$ cat config.mk
export PLATFORM = sky130hd
export DESIGN_NAME = rf_write_queue_flat
export DESIGN_NICKNAME = d
export VERILOG_FILES = /design/src/rtl/rf_write_queue_pkg.sv /design/src/rtl/rf_write_queue_if.sv /design/src/rtl/rf_wq_match.sv /design/src/rtl/rf_write_queue.sv /design/src/flat_wrapper.sv
export SDC_FILE = /design/constraint.sdc
export NUM_CORES = 1
export LEC_CHECK = 0
export BUFFER_PORTS_ARGS = -buffer_cell sky130_fd_sc_hd__buf_2
export CAP_MARGIN = 20
export CORE_UTILIZATION = 46
export CTS_CLUSTER_DIAMETER = 150
export DETAILED_ROUTE_END_ITERATION = 10
export MAX_ROUTING_LAYER = met4
export PLACE_DENSITY = 0.68
export SLEW_MARGIN = 20
export SYNTH_ARGS = -nofsm -noshare
export SYNTH_HDL_FRONTEND = slang
export SYNTH_SLANG_ARGS = --single-unit
$ cat constraint.sdc
create_clock -name clk -period 4.1 [get_ports clk]
set_clock_uncertainty 0.05 [all_clocks]
set_input_delay 0.615 -clock clk [delete_from_list [all_inputs] [get_ports clk]]
set_output_delay 0.615 -clock clk [all_outputs]
set_load 0.02 [all_outputs]
$ cat src/rtl/rf_write_queue_pkg.sv
// rf_write_queue_pkg: shared widths, depth and queue entry type for the
// register-file write queue (data width, index width, depth, entry record).
package rf_write_queue_pkg;

  localparam int DATA_W = 64;
  localparam int ADDR_W = 5;
  localparam int DEPTH  = 4;
  localparam int PTR_W  = $clog2(DEPTH);
  localparam int CNT_W  = $clog2(DEPTH) + 1;

  typedef logic [ADDR_W-1:0] addr_t;
  typedef logic [DATA_W-1:0] data_t;
  typedef logic [PTR_W-1:0]  ptr_t;
  typedef logic [CNT_W-1:0]  cnt_t;

  typedef struct packed {
    addr_t addr;
    data_t data;
  } entry_t;

  localparam cnt_t FULL_CNT = cnt_t'(DEPTH);

endpackage

$ cat src/rtl/rf_write_queue_if.sv
// rf_write_queue_if: producer-side valid/ready write handshake.
// Ports: in_valid, in_ready, in_addr, in_data; master = producer, slave = queue.
interface rf_write_queue_if;
  import rf_write_queue_pkg::*;

  logic  in_valid;
  logic  in_ready;
  addr_t in_addr;
  data_t in_data;

  modport master (
    output in_valid,
    output in_addr,
    output in_data,
    input  in_ready
  );

  modport slave (
    input  in_valid,
    input  in_addr,
    input  in_data,
    output in_ready
  );

endinterface

$ cat src/rtl/rf_wq_match.sv
// rf_wq_match: youngest-first lookup of a register index over queued entries.
// Ports: ents/head/count (queue state), q_addr in; hit, fwd_data out.
module rf_wq_match
  import rf_write_queue_pkg::*;
(
  input  entry_t ents [DEPTH],
  input  ptr_t   head,
  input  cnt_t   count,
  input  addr_t  q_addr,
  output logic   hit,
  output data_t  fwd_data
);

  ptr_t idx;

  // Walk from oldest to youngest; a later match overrides an earlier one.
  always_comb begin
    hit      = 1'b0;
    fwd_data = '0;
    idx      = head;
    for (int i = 0; i < DEPTH; i++) begin
      idx = head + ptr_t'(i);
      if (cnt_t'(i) < count &&
          q_addr != '0 &&
          ents[idx].addr == q_addr) begin
        hit      = 1'b1;
        fwd_data = ents[idx].data;
      end
    end
  end

endmodule

$ cat src/rtl/rf_write_queue.sv
// rf_write_queue: in-order write buffer in front of the register file write
// port, with two forwarding lookups.
// Ports: clk, rst_n; wr (slave handshake); rf_stall, rf_we, rf_waddr,
// rf_wdata; q_addr1/2, hit1/2, fwd_data1/2; count, empty.
module rf_write_queue
  import rf_write_queue_pkg::*;
(
  input  logic              clk,
  input  logic              rst_n,
  rf_write_queue_if.slave   wr,
  input  logic              rf_stall,
  output logic              rf_we,
  output addr_t             rf_waddr,
  output data_t             rf_wdata,
  input  addr_t             q_addr1,
  input  addr_t             q_addr2,
  output logic              hit1,
  output logic              hit2,
  output data_t             fwd_data1,
  output data_t             fwd_data2,
  output cnt_t              count,
  output logic              empty
);

  entry_t mem [DEPTH];
  ptr_t   head;
  ptr_t   tail;
  logic   push;
  logic   pop;

  assign empty       = (count == '0);
  assign wr.in_ready = (count < FULL_CNT);

  // Writes to x0 complete the handshake but are dropped.
  assign push = wr.in_valid && wr.in_ready &&
                (wr.in_addr != '0);
  assign pop  = !empty && !rf_stall;

  assign rf_we    = pop;
  assign rf_waddr = empty ? '0 : mem[head].addr;
  assign rf_wdata = empty ? '0 : mem[head].data;

  always_ff @(posedge clk) begin
    if (push) begin
      mem[tail] <= '{addr: wr.in_addr,
                     data: wr.in_data};
    end
  end

  always_ff @(posedge clk) begin
    if (!rst_n) begin
      head  <= '0;
      tail  <= '0;
      count <= '0;
    end else begin
      if (push) tail <= tail + ptr_t'(1);
      if (pop)  head <= head + ptr_t'(1);
      unique case ({push, pop})
        2'b10:   count <= count + cnt_t'(1);
        2'b01:   count <= count - cnt_t'(1);
        default: count <= count;
      endcase
    end
  end

  rf_wq_match u_match1 (
    .ents     (mem),
    .head     (head),
    .count    (count),
    .q_addr   (q_addr1),
    .hit      (hit1),
    .fwd_data (fwd_data1)
  );

  rf_wq_match u_match2 (
    .ents     (mem),
    .head     (head),
    .count    (count),
    .q_addr   (q_addr2),
    .hit      (hit2),
    .fwd_data (fwd_data2)
  );

endmodule

$ cat src/flat_wrapper.sv
// flat-port wrapper written by rule: the top's interface ports become plain ports
module rf_write_queue_flat import rf_write_queue_pkg::*;
  (clk, rst_n, rf_stall, rf_we, rf_waddr, rf_wdata, q_addr1, q_addr2, hit1, hit2, fwd_data1, fwd_data2, count, empty, wr_in_valid, wr_in_addr, wr_in_data, wr_in_ready);
  rf_write_queue_if wr_i ();
  input  logic clk;
  input  logic rst_n;
  input  logic rf_stall;
  output logic rf_we;
  output addr_t rf_waddr;
  output data_t rf_wdata;
  input  addr_t q_addr1;
  input  addr_t q_addr2;
  output logic hit1;
  output logic hit2;
  output data_t fwd_data1;
  output data_t fwd_data2;
  output cnt_t count;
  output logic empty;
  input wire logic [$bits(wr_i.in_valid)-1:0] wr_in_valid;
  input wire logic [$bits(wr_i.in_addr)-1:0] wr_in_addr;
  input wire logic [$bits(wr_i.in_data)-1:0] wr_in_data;
  output wire logic [$bits(wr_i.in_ready)-1:0] wr_in_ready;
  assign wr_i.in_valid = wr_in_valid;
  assign wr_i.in_addr = wr_in_addr;
  assign wr_i.in_data = wr_in_data;
  assign wr_in_ready = wr_i.in_ready;
  rf_write_queue u_core (.clk(clk), .rst_n(rst_n), .wr(wr_i), .rf_stall(rf_stall), .rf_we(rf_we), .rf_waddr(rf_waddr), .rf_wdata(rf_wdata), .q_addr1(q_addr1), .q_addr2(q_addr2), .hit1(hit1), .hit2(hit2), .fwd_data1(fwd_data1), .fwd_data2(fwd_data2), .count(count), .empty(empty));
endmodule
# Word-level counts from Yosys, hierarchy flattened
# Cells that the tools add are included.
[classes]
add_sub_neg = 6
n_lt_le_gt_ge = 11
n_eq_ne = 10
muxes = 34
bitwise_logic = 5
reduce_logical = 27
[op_table]
columns = ["cell", "n"]
rows = [
  ["69-bit 2-to-1 mux", 9],
  ["64-bit 2-to-1 mux", 9],
  ["69-bit binary-select mux with 2-bit select", 4],
  ["276-bit bitwise mux", 1],
  ["69-bit demux with 2-bit select", 1],
  ["5-bit equality test", 8],
  ["1-bit logical AND", 20],
  ["3-bit greater-or-equal comparator, second input constant", 5],
  ["2-bit NOT with 3-bit output", 5],
  ["5-bit nonzero test", 3],
  ["1-bit 2-to-1 mux", 8],
  ["1-bit by 3-bit < comparator with 1-bit output, first input constant", 2],
  ["2-bit by 3-bit < comparator with 1-bit output, first input constant", 2],
  ["3-bit case mux with 2 select lines", 1],
  ["5-bit 2-to-1 mux", 1],
  ["2-bit by 1-bit adder with 2-bit output, second input constant", 2],
  ["2-bit adder, second input constant", 2],
  ["3-bit by 1-bit adder with 3-bit output, second input constant", 1],
  ["3-bit logical NOT", 1],
  ["3-bit by 1-bit < comparator with 1-bit output, second input constant", 1],
  ["3-bit < comparator, second input constant", 1],
  ["3-bit by 1-bit subtractor with 3-bit output, second input constant", 1],
  ["2-bit by 1-bit equality test with 1-bit output, second input constant", 1],
  ["2-bit equality test, second input constant", 1],
  ["2 further kinds", 3],
]
[totals]
register_bits = 283
in_bits = 83

# Depth between registers and ports, before layout
[logic_depth]
word_depth = 10
depth_mapped = 13
ltp_nobuf = 9

# By module
# From an unflattened synthesis, not the netlist that was laid out.
[hier_totals]
hier_cells = 3031
hier_area_um2 = 32049.5
[modules_own_cells]
columns = ["mod", "instances", "cells_per_inst", "area_each_um2", "seq_area_each_um2"]
rows = [
  ["rf_wq_match", 2, 1268, 10577.6, 0.0],
  ["rf_write_queue", 1, 495, 10894.2, 8428.1],
]

# Worst setup path after synthesis
# OpenSTA, ideal clock, no wires.
[synth_path]
kind = "register -> output"
start = "register u_core.head[0]"
end = "output port fwd_data1[63]"
arrival_time_ns = 2.850
setup_slack_ns = 0.585
path_stages_with_launch = 11
path_buffers = 3
path_cell_list = "dfxtp_1 -> buf_4 -> buf_6 -> buf_6 -> mux4_2 -> xor2_1 -> nor4_1 -> nand4b_1 -> nand2b_1 -> o22a_1 -> a211oi_1"
[synth_via]
elab_chain_len = 10
word_cells_on_any_way = 31
[synth_rtl]
columns = ["element", "line", "text"]
rows = [
  ["from (decl)", "rf_write_queue.sv:26", "ptr_t head;"],
  ["from (signal assigned)", "rf_write_queue.sv:57", "if (pop) head <= head + ptr_t'(1);"],
  ["2-bit by 1-bit adder with 2-bit output / 2-bit NOT with 3-bit output (equally long branches)", "rf_wq_match.sv:22, rf_wq_match.sv:25, rf_wq_match.sv:27", ""],
  ["2-bit NOT with 3-bit output (not written as such) / 69-bit binary-select mux with 2-bit select (equally long branches)", "rf_wq_match.sv:25, rf_wq_match.sv:27", ""],
  ["69-bit binary-select mux with 2-bit select / 69-bit 2-to-1 mux (equally long branches)", "rf_wq_match.sv:25, rf_wq_match.sv:27", ""],
  ["69-bit 2-to-1 mux (not written as such)", "rf_wq_match.sv:27", "fwd_data = ents[idx].data;"],
  ["69-bit 2-to-1 mux (not written as such) / 5-bit equality test (equally long branches)", "rf_wq_match.sv:27, rf_wq_match.sv:25", ""],
  ["5-bit equality test / 1-bit logical AND (equally long branches)", "rf_wq_match.sv:25, rf_wq_match.sv:24", ""],
  ["1-bit logical AND / 64-bit 2-to-1 mux (equally long branches)", "rf_wq_match.sv:24, rf_wq_match.sv:23", ""],
  ["64-bit 2-to-1 mux (2 in series)", "rf_wq_match.sv:23", "if (cnt_t'(i) < count &&"],
  ["64-bit 2-to-1 mux *", "rf_wq_match.sv:23", ""],
  ["to (decl)", "flat_wrapper.sv:15", "output data_t fwd_data1;"],
]
# Mark *: on every way between the ends. The rest lies on a longest branch, timed or not. The select of a mux whose other input is x is not followed.

# Worst setup path after layout
[layout_path]
start = "register u_core.head[0]"
end = "output port fwd_data1[5]"
# The elaborated chain is that of the path after synthesis.

==> reports/results.ini <==
[worst_setup_path]
critical_path_required_ns=3.43
critPathMaxStageDelay_ns=0.51
path_cells=buf_4 -> mux4_2 -> xor2_1 -> nor4_2 -> buf_4 -> o21ai_4 -> a21boi_4 -> buf_12 -> buf_12 -> a211oi_1 -> a21oi_1 -> buf_2
cp-start-kind=flip-flop
cp_slowest_cell=mux4_2
worstPathArrival_ns=3.44
r2r_setup_slack_ns=1.63
path_class=reg -> out
r2r-end=u_core.mem[37]$_DFFE_PP_
r2r_cells=4
r2r_start=u_core.count[2]$_SDFFE_PN0P_
cp_max_fo=8
end_kind=output port

[clock_tree]
cts_tree=yes
h-tree-depth=2
cts_buffer_depth=3
worstSkewPairLatency_ns=0.51
cts_hold_buffers=0
cts_root_buf=clkbuf_16
cts_sinks=283
clkTransAtPathRegs_ns=0.06
cts_buffers=35

[worst_hold_path]
min_to=u_core.mem[220]$_DFFE_PP_
hold_path_class=in -> reg
min_from=wr_in_data[13]
whs_path_depth=1

[pwr]
p_sw_share_pct=40.3
p_leak_uw=0.00869
p_sw_uw=5560
power.share.sequential_pct=26.4
finalPower_uw=13800
clockPowerShare_pct=22.2
ir_drop_uv=416
p_int_uw=8240
power_frac_comb_pct=51.5
power_density_nw_per_um2=591

[timing]
rsz0062_at_grt=true
hold_viol=0
maxSlewHeadroom_pct=36.0
fin_crit_sh_pct=100
setup_viol=1
setup_ws_ns=-0.00592
max_freq_mhz=244
period_needed_ns=4.11
hold_ws_ns=0.264
tightest_slew_ns=0.959
slew_viol_final=0

[grt]
grt_pass1_wl_mm=90.0
grt_pass1_vias=16209
grtUsageTotal_pct=27.3
antenna_found_initial=9
grt_start_max_net_pins=125
grt-ovfl-total=0

[floorplan]
ioPinCount=288
die_w_um=208
fp.dieH_um=208
start_util_pct=47.1
num_rows=74
design.die.area_um2=43100
core_um2=41300

[layout]
multi_input_area_um2=10500
layout-drive-gt1-share_pct=32.2
final_cell_mix=276 x edfxtp_1, 262 x buf_2, 227 x mux2_2
syn_to_final_growth_pct=20.0
fillCellCount=3487
final_common_cell=edfxtp_1
seqCellArea_um2=8440
nets=2242

[detailed_routing]
ant_nets=0
drt_iter0_drc=1539
wl_per_cell_um=22.9
num_vias=16712
drc=0
vias_per_cell=6.15
dr.pass1.iters=6
totalWireLength_mm=62.1

[logic_synthesis]
synth_ff_type=edfxtp_1
synth.distinct_cells=47
ys_seq_area_share_pct=43.3
yosys_warnings=0
synth_edf_count=276
ys_async_sr_fraction_pct=0
syn_inst=1930
syn-num-nets=2022
syn_area_um2=19500
ys_ff_latch=283
synth.avg_cell_area_um2=10.1

[status]
run_status=finished with violations
violations=negative setup slack

[run]
maxCapViolations=0

[place]
dp_hpwl_mm=37.1
place.gp.congestion=0.925
numPortBuffers=287

## metrics by stage
stage | instances | setup slack, ns | instance area, um2 | utilization (%) | setup TNS (ns)
global route | 2716 | -0.0683 | 23400 | 56.6 | -1.05
floorplan | 1930 | 0.585 | 19500 | - | 0
global placement | 2616 | 0.297 | 21500 | 52.0 | 0
CTS | 2690 | -0.0178 | 22800 | 55.3 | -0.0396
finish | 2719 | -0.00592 | 23400 | 56.6 | -0.00592
detailed placement | 2616 | 0.204 | 21500 | 52.0 | 0
## synthesized netlist by cell type, types with 61 or more instances
| master | instances | area share (%) |
|---|---|---|
| clkbuf_1 | 110 | 2.1 |
| edfxtp_1 | 276 | 43 |
| mux2i_1 | 154 | 7.9 |
| a211oi_1 | 61 | 2.4 |
| a21oi_1 | 187 | 4.8 |
| nor2_1 | 196 | 3.8 |
| o21ai_0 | 141 | 3.6 |
| o221ai_1 | 61 | 2.7 |
| mux2_2 | 227 | 13 |
| nor2b_1 | 69 | 2.2 |
| nand2_1 | 141 | 2.7 |
| nand3_1 | 62 | 1.6 |
## worst max path at each step
stage / from / endpoint / slack [ns]
6_report: u_core.head[0]$_SDFFE_PN0P_ / fwd_data1[5] / -0.006
2_1_floorplan: u_core.head[0]$_SDFFE_PN0P_ / fwd_data1[63] / 0.58
5_1_grt: u_core.head[0]$_SDFFE_PN0P_ / fwd_data1[5] / -0.07
3_5_place_dp: u_core.head[1]$_SDFFE_PN0P_ / fwd_data1[30] / 0.20
4_1_cts: u_core.head[0]$_SDFFE_PN0P_ / fwd_data1[56] / -0.02
3_3_place_gp: u_core.head[1]$_SDFFE_PN0P_ / fwd_data1[18] / 0.30
## sequential cells by signal (all words and copies together) (netlist names)
register	cells
u_core.mem	276
u_core.head	2
u_core.count	3
u_core.tail	2
## layout make-up
| type | count | area share, % |
|---|---|---|
| Timing Repair Buffer | 360 | 11.0 |
| Clock inverter | 22 | 0.921 |
| Sequential cell | 283 | 36.1 |
| Tap cell | 532 | 2.85 |
| Inverter | 13 | 0.230 |
| Antenna cell | 12 | 0.129 |
| Multi-Input combinational cell | 1457 | 44.8 |
| Clock buffer | 40 | 4.01 |
## power by group through the flow
| stage | Sequential [uW] | Clock, uW | Combinational, uW |
|---|---|---|---|
| 2_1_floorplan | 3660 | 0 | 5050 |
| 3_3_place_gp | 3700 | 0 | 6570 |
| 3_5_place_dp | 3710 | 0 | 6720 |
| 4_1_cts | 3630 | 3120 | 6900 |
| 5_1_grt | 3670 | 3210 | 7630 |
| 6_report | 3640 | 3060 | 7110 |
## metal layers
| layer | routed length (um) | up-vias | global-route usage [%] | part of all wire (%) |
|---|---|---|---|---|
| met5 | 0 | - | - | 0 |
| met4 | 1970 | 0 | 9.81 | 3.2 |
| met3 | 5230 | 151 | 4.36 | 8.4 |
| met2 | 30100 | 810 | 45.7 | 48 |
| met1 | 24800 | 8090 | 33.4 | 40 |
| li1 | - | 7661 | - | - |
## worst max-delay path: cells and delay by family, from the launching register on
family,cells,cell delay [ns]
buf+inv,5,0.89
compound gates,4,0.68
mux,1,0.51
flops,1,0.37
simple gates,1,0.29
xor+xnor,1,0.17
## repair_timing
item                       4_1_cts  5_1_grt
setup endpoints to repair      132      119
cloned                           2        7
pin swaps                        3        5
gates resized for setup         13       73
buffers inserted                10       10
## logic make-up after synthesis
| family | after synthesis | share of synthesized area, % |
|---|---|---|
| AOI/OAI and AO/OA | 473 | 14.4 |
| xor gates and xnor gates | 50 | 2.25 |
| adders and majority gates | 9 | 0.578 |
| buffers and inverters | 190 | 4.20 |
| DFF | 283 | 43.3 |
| muxes | 410 | 23.5 |
| and+or+nand+nor | 515 | 11.8 |
(Power assumes the default switching activity.)
